### config.mk
export PLATFORM = sky130hd
export DESIGN_NAME = uart_tx_sched_flat
export DESIGN_NICKNAME = d
export VERILOG_FILES = /design/src/rtl/uart_tx_sched_if.sv /design/src/rtl/uart_tx_sched.sv /design/src/flat_wrapper.sv
export SDC_FILE = /design/constraint.sdc
export NUM_CORES = 1
export LEC_CHECK = 0
export CORE_MARGIN = 2
export CORE_UTILIZATION = 43
export DETAILED_ROUTE_END_ITERATION = 10
export PLACE_DENSITY = 0.8
export SYNTH_ARGS = -nofsm -noshare
export SYNTH_HDL_FRONTEND = slang
export SYNTH_SLANG_ARGS = --single-unit
### constraint.sdc
create_clock -name clk -period 2 [get_ports clk]
set_clock_uncertainty 0.2 [all_clocks]
set_input_delay 0.2 -clock clk [delete_from_list [all_inputs] [get_ports clk]]
set_output_delay 0.2 -clock clk [all_outputs]
set_load 0.01 [all_outputs]
### src/rtl/uart_tx_sched_if.sv
// Byte-stream bundle between N packet sources, the scheduler and the UART transmitter.
interface uart_tx_sched_if #(
  parameter int N = 4
);
  logic [N-1:0]   req_valid;
  logic [8*N-1:0] req_data;
  logic [N-1:0]   req_last;
  logic [N-1:0]   req_ready;
  logic           uart_tx_valid;
  logic [7:0]     uart_tx_data;
  logic           uart_tx_ready;

  // Environment side: sources plus the transmitter.
  modport master (
    output req_valid, req_data, req_last, uart_tx_ready,
    input  req_ready, uart_tx_valid, uart_tx_data
  );

  // Scheduler side.
  modport slave (
    input  req_valid, req_data, req_last, uart_tx_ready,
    output req_ready, uart_tx_valid, uart_tx_data
  );
endinterface

### src/rtl/uart_tx_sched.sv
// Round-robin packet scheduler sharing one UART transmitter among N byte-stream sources,
// with an optional per-packet source-ID header byte.
module uart_tx_sched #(
  parameter int          N           = 4,
  parameter int          ID_W        = 2,
  parameter int          HEADER_EN   = 1,
  parameter logic [7:0]  HDR_BASE    = 8'hA0,
  parameter logic [15:0] GAP_TIMEOUT = 16'd4096
) (
  input  logic            clk,
  input  logic            reset,
  uart_tx_sched_if.slave  bus,
  output logic [ID_W-1:0] grant_id,
  output logic            busy,
  output logic            abort
);

  typedef enum logic [2:0] {IDLE, HDR, FETCH, ISSUE, WAIT_BUSY, WAIT_DONE} state_t;

  state_t          state_reg, state_next;
  logic [ID_W-1:0] rr_ptr_reg, rr_ptr_next;
  logic [ID_W-1:0] grant_reg, grant_next;
  logic [7:0]      byte_reg, byte_next;
  logic            last_reg, last_next;
  logic [15:0]     gap_cnt_reg, gap_cnt_next;

  logic [ID_W-1:0] cand_idx [N];
  logic [N-1:0]    rot_valid;
  logic [ID_W-1:0] sel_idx;
  logic            sel_found;
  logic [ID_W-1:0] grant_inc;
  logic            fetch_hs;

  // Candidate k is source (rr_ptr + k) mod N, so rot_valid is the request vector rotated to rr_ptr.
  genvar gi;
  generate
    for (gi = 0; gi < N; gi++) begin : g_rot
      logic [ID_W:0] sum;
      assign sum           = {1'b0, rr_ptr_reg} + (ID_W+1)'(gi);
      assign cand_idx[gi]  = (sum >= (ID_W+1)'(N)) ? ID_W'(sum - (ID_W+1)'(N)) : sum[ID_W-1:0];
      assign rot_valid[gi] = bus.req_valid[cand_idx[gi]];
    end
  endgenerate

  // Descending scan so the lowest rotated offset overwrites and wins.
  always_comb begin
    sel_found = 1'b0;
    sel_idx   = '0;
    for (int k = N - 1; k >= 0; k--) begin
      if (rot_valid[k]) begin
        sel_found = 1'b1;
        sel_idx   = cand_idx[k];
      end
    end
  end

  assign grant_inc = (grant_reg == ID_W'(N - 1)) ? '0 : grant_reg + 1'b1;
  assign fetch_hs  = (state_reg == FETCH) && bus.req_valid[grant_reg];

  always_comb begin
    bus.req_ready = '0;
    if (state_reg == FETCH) begin
      bus.req_ready[grant_reg] = bus.req_valid[grant_reg];
    end
  end

  assign bus.uart_tx_valid = (state_reg == ISSUE) && bus.uart_tx_ready;
  assign bus.uart_tx_data  = byte_reg;
  assign grant_id          = grant_reg;
  assign busy              = (state_reg != IDLE);

  // Counter is held at zero outside FETCH, so it always starts from zero on entry.
  assign gap_cnt_next = (state_reg == FETCH && !fetch_hs) ? gap_cnt_reg + 16'd1 : 16'd0;

  always_comb begin
    state_next  = state_reg;
    rr_ptr_next = rr_ptr_reg;
    grant_next  = grant_reg;
    byte_next   = byte_reg;
    last_next   = last_reg;
    abort       = 1'b0;
    case (state_reg)
      IDLE: begin
        if (sel_found) begin
          grant_next = sel_idx;
          state_next = (HEADER_EN != 0) ? HDR : FETCH;
        end
      end
      HDR: begin
        byte_next  = HDR_BASE | 8'(grant_reg);
        last_next  = 1'b0;
        state_next = ISSUE;
      end
      FETCH: begin
        // An accepted byte takes priority over a timeout in the same cycle.
        if (fetch_hs) begin
          byte_next  = bus.req_data[{grant_reg, 3'b000} +: 8];
          last_next  = bus.req_last[grant_reg];
          state_next = ISSUE;
        end else if (GAP_TIMEOUT != 16'd0 && gap_cnt_reg == GAP_TIMEOUT) begin
          abort       = 1'b1;
          rr_ptr_next = grant_inc;
          state_next  = IDLE;
        end
      end
      ISSUE: begin
        if (bus.uart_tx_ready) state_next = WAIT_BUSY;
      end
      WAIT_BUSY: begin
        if (!bus.uart_tx_ready) state_next = WAIT_DONE;
      end
      WAIT_DONE: begin
        if (bus.uart_tx_ready) begin
          if (last_reg) begin
            rr_ptr_next = grant_inc;
            state_next  = IDLE;
          end else begin
            state_next = FETCH;
          end
        end
      end
      default: state_next = IDLE;
    endcase
  end

  always_ff @(posedge clk or posedge reset) begin
    if (reset) begin
      state_reg   <= IDLE;
      rr_ptr_reg  <= '0;
      grant_reg   <= '0;
      byte_reg    <= 8'd0;
      last_reg    <= 1'b0;
      gap_cnt_reg <= 16'd0;
    end else begin
      state_reg   <= state_next;
      rr_ptr_reg  <= rr_ptr_next;
      grant_reg   <= grant_next;
      byte_reg    <= byte_next;
      last_reg    <= last_next;
      gap_cnt_reg <= gap_cnt_next;
    end
  end

endmodule

### src/flat_wrapper.sv
// flat-port wrapper written by rule: the top's interface ports become plain ports
module uart_tx_sched_flat 
#(
  parameter int          N           = 4,
  parameter int          ID_W        = 2,
  parameter int          HEADER_EN   = 1,
  parameter logic [7:0]  HDR_BASE    = 8'hA0,
  parameter logic [15:0] GAP_TIMEOUT = 16'd4096
)
  (clk, reset, grant_id, busy, abort, bus_req_valid, bus_req_data, bus_req_last, bus_uart_tx_ready, bus_req_ready, bus_uart_tx_valid, bus_uart_tx_data);
  uart_tx_sched_if #(.N(N)) bus_i ();
  input  logic clk;
  input  logic reset;
  output logic [ID_W-1:0] grant_id;
  output logic busy;
  output logic abort;
  input wire logic [$bits(bus_i.req_valid)-1:0] bus_req_valid;
  input wire logic [$bits(bus_i.req_data)-1:0] bus_req_data;
  input wire logic [$bits(bus_i.req_last)-1:0] bus_req_last;
  input wire logic [$bits(bus_i.uart_tx_ready)-1:0] bus_uart_tx_ready;
  output wire logic [$bits(bus_i.req_ready)-1:0] bus_req_ready;
  output wire logic [$bits(bus_i.uart_tx_valid)-1:0] bus_uart_tx_valid;
  output wire logic [$bits(bus_i.uart_tx_data)-1:0] bus_uart_tx_data;
  assign bus_i.req_valid = bus_req_valid;
  assign bus_i.req_data = bus_req_data;
  assign bus_i.req_last = bus_req_last;
  assign bus_i.uart_tx_ready = bus_uart_tx_ready;
  assign bus_req_ready = bus_i.req_ready;
  assign bus_uart_tx_valid = bus_i.uart_tx_valid;
  assign bus_uart_tx_data = bus_i.uart_tx_data;
  uart_tx_sched #(.N(N), .ID_W(ID_W), .HEADER_EN(HEADER_EN), .HDR_BASE(HDR_BASE), .GAP_TIMEOUT(GAP_TIMEOUT)) u_core (.clk(clk), .reset(reset), .bus(bus_i), .grant_id(grant_id), .busy(busy), .abort(abort));
endmodule
==> results by group <==
Status
  • Outcome: finished, violations left
  • Failing checks: negative setup slack

Synthesis
  • Number of warnings reported in the yosys synthesis log: 0
  • Top cell type by total area after synthesis: sky130_fd_sc_hd__dfrtp_1
  • Post-Synthesis Cells: 219
  • Number of distinct library cells after synthesis: 45
  • Seq/Total Area, Yosys: between 30% and 40%
  • Most instantiated library cell after synthesis: sky130_fd_sc_hd__dfrtp_1
  • Leading cell types by count after synthesis: sky130_fd_sc_hd__dfrtp_1, sky130_fd_sc_hd__nand2_1, sky130_fd_sc_hd__o21ai_0
  • Number of synthesized flops with an enable pin: 0
  • Syn_nets: between 200 and 300
  • Top-area cell type share of the netlist area: 38.8%
  • Synthesized area per cell: ~9.4 sq um
  • Ys async rst share: 100%
  • Top post-synthesis cells by area: sky130_fd_sc_hd__dfrtp_1, sky130_fd_sc_hd__mux4_2, sky130_fd_sc_hd__nand2_1, sky130_fd_sc_hd__o21ai_0, sky130_fd_sc_hd__ha_1
  • Most frequently used flop master after synthesis: sky130_fd_sc_hd__dfrtp_1
  • Flip-flop and latch count after synthesis: 32
  • Area of the mapped netlist: approximately 2100 sq um

Power and ir drop
  • Areal power density over the cells: 1000 nW/um^2
  • Leak pwr: 1.30 nW
  • IR Drop Worst-Case VDD: 687 uV
  • Post-route total power: 3.16 mW

Placement
  • Sum of net half-perimeters after detailed placement: 4.30 mm
  • GP Congestion: 0.823
  • # placed instances: 359
  • Count of input and output buffers: 59

Floorplan
  • Site Rows: 25
  • Die height: ~73 microns
  • IO Count: 60
  • Width of the die: approximately 73 microns
  • Core ar.: 4660 sq um
  • Initial core utilization: 44.2%
  • Die area: 5370 sq um

Timing
  • Max Fclk: 490 MHz
  • Setup Viol. Count Final: 5
  • Final Slew Violations: 0
  • Relative slew slack: 73.3%
  • Slack of the critical path: -0.0423 ns
  • Final cycle utilization of the critical path: 102%
  • Transition at the pin with the smallest max-transition slack: 0.401 ns
  • Clock period minus final worst setup slack: 2.04 ns
  • Final hold violation count: 0
  • RSZ-0062 raised after global routing: yes

Detailed routing
  • First-pass iteration count of the detailed router: 4
  • DRC violation count after routing: 0
  • Detailed-route via count: 2012
  • Detailed Route WL: 5.58 mm
  • Detail Route Antenna Nets: 0
  • Vias per Instance: 5.48
  • Final routed wire length divided by cell count: 15.2 microns
  • First DRT Iteration DRCs: 83

Global routing
  • Maximum number of pins on one net before global-route repair: 33
  • Via count of the first global-routing pass: 2119
  • Aggregate global-route resource usage: 22.9%
  • Overall overflow remaining after global route: 0
  • Wire length of the first global-routing pass: 9.38 mm
  • Number of antenna violations at the first check in global routing: 0

Setup path
  • Startpoint of the worst register-to-register path: u_core.gap_cnt_reg[2]
  • Endpoint of the most critical setup path: bus_req_ready[3]
  • End of the worst register-to-register path: u_core.gap_cnt_reg[15]
  • Buf/Inv on CP: 2
  • CP top delay family: multiplexers
  • Most repeated library cell on the critical path: sky130_fd_sc_hd__buf_6
  • Critical-path maximum fanout: 4
  • Register-to-register setup slack: around 0.05 ns
  • FF-to-FF path depth: 5
  • Crit start category: flip-flop
  • Data required, critical path: 1.60 ns
  • Startpoint-to-endpoint class of the critical path: flip-flop to primary output
  • Cell-by-cell listing of the critical path: mux4_2, buf_6, and3_4, buf_6
  • Largest incremental delay on the critical path: about 0.55 ns
  • Number of logic stages on the critical path including buffering: 4
  • Worst setup EP type: primary output
  • Startpoint of the most critical setup path: u_core.grant_id[0]
  • CP arrival: approximately 1.6 ns
  • CP max stage cell: sky130_fd_sc_hd__mux4_2

Clocking
  • Clock tree from TritonCTS: done
  • Reg clk slew, reported paths: ~0.07 ns
  • Clock Sink Count: 32
  • Library cell used as clock root buffer: sky130_fd_sc_hd__clkbuf_8
  • Count of hold-fix buffers inserted at cts: 0
  • Latest clock arrival within the worst-skew pair: around 0.28 ns
  • Cts bufs inserted: 5
  • Number of levels in the clock H-tree: 2
  • Maximum root-to-sink buffer count: 2

Layout
  • Max FFs per register: 16
  • Fraction of final layout cells sized beyond drive strength 1: between 20% and 30%
  • Antenna diode instance count: 0
  • Core Util, Final: between 60% and 70%
  • Non-filler instance count after layout: 367
  • Area growth from synthesis to layout: 53.0%
  • Final net count: 361

Hold path
  • Path category of the worst min-delay check: input port to async pin

Job
  • Max-capacitance violation count: 0
[worst reg2reg max path, stage by stage, from the launching register on]
cell                      delay (ns)
sky130_fd_sc_hd__dfrtp_1        0.42
sky130_fd_sc_hd__buf_6          0.14
sky130_fd_sc_hd__nand3_2        0.09
sky130_fd_sc_hd__or3_4          0.42
sky130_fd_sc_hd__or4_1          0.47
sky130_fd_sc_hd__a21oi_1        0.15
[metrics by stage]
stage / cell area, sq um / setup slack, ns / TNS (ns) / hold slack, ns
after floorplan: 2080 / -0.0745 / -0.151 / 0.116
after global placement: 2970 / -0.305 / -1.98 / 0.261
after detailed placement: 2970 / -0.327 / -2.50 / 0.271
after CTS: 3130 / -0.106 / -0.185 / 0.112
after global routing: 3150 / -0.0979 / -0.400 / 0.145
final: 3150 / -0.0423 / -0.0706 / 0.101
[report_power, final]
part           switching (mW)  internal [mW]
Clock                   0.242          0.369
Combinational           0.818          0.852
Sequential              0.106          0.776
Total                    1.17           2.00
[cell families after synthesis]
| family | after synthesis | synth area share [%] |
|---|---|---|
| AOI/OAI and AO/OA | 44 | 12.7 |
| adders and majority gates | 6 | 3.64 |
| xor gates and xnor gates | 8 | 3.40 |
| DFF | 32 | 38.8 |
| muxes | 14 | 11.7 |
| buffers and inverters | 22 | 5.10 |
| and+or+nand+nor | 93 | 24.7 |
[how the worst min path moves through the flow]
stage / endpoint / slack, ns / from / depth (start not counted)
detailed placement: u_core.bus.uart_tx_data[7] / 0.27 / u_core.bus.uart_tx_data[7] / 2
floorplan: u_core.bus.uart_tx_data[0] / 0.12 / reset / 1
CTS: u_core.gap_cnt_reg[15] / 0.11 / reset / 3
global route: u_core.gap_cnt_reg[15] / 0.15 / reset / 3
global placement: u_core.bus.uart_tx_data[7] / 0.26 / u_core.bus.uart_tx_data[7] / 2
finish: u_core.gap_cnt_reg[15] / 0.10 / reset / 3
[final cells by class]
type,instances,area [sq um]
Tap cell,54,67.6
Inverter,10,37.5
Clock inverter,2,35.0
Fill cell,353,1510
Clock buffer,6,72.6
Multi-Input combinational cell,165,1230
Timing Repair Buffer,98,913
Sequential cell,32,801
[layout by cell type, fill, tap and decap left out, drive strengths merged, types with 2 or more instances in the layout]
master / instances
nor2: 15
a21oi: 14
dlygate4sd2: 2
inv: 10
mux2i: 6
clkdlybuf4s50: 51
nor4: 5
nor3b: 4
o211ai: 3
dfrtp: 32
nand2: 25
buf: 44
and3: 5
nand2b: 3
nand3: 9
or4: 3
o21ai: 18
xor2: 4
a22oi: 2
nand4: 6
ha: 6
or3: 6
o31ai: 3
mux4: 8
clkbuf: 6
xnor2: 4
nor3: 4
[layer usage]
metal	vias up	share of wire (%)	track usage (%)
met5	-	0	0
met2	88	53	41.0
met3	18	6.1	5.49
met4	0	3.1	9.88
met1	921	38	25.6
li1	985	-	-
[repair_timing]
| action | 4_1_cts | 5_1_grt |
|---|---|---|
| pin swaps | 4 | 7 |
| endpoints found under the setup margin | 7 | 11 |
| resized for setup | 34 | 8 |
| setup buffers | 1 | 0 |
Note: power is estimated with default switching activity, not from simulation.
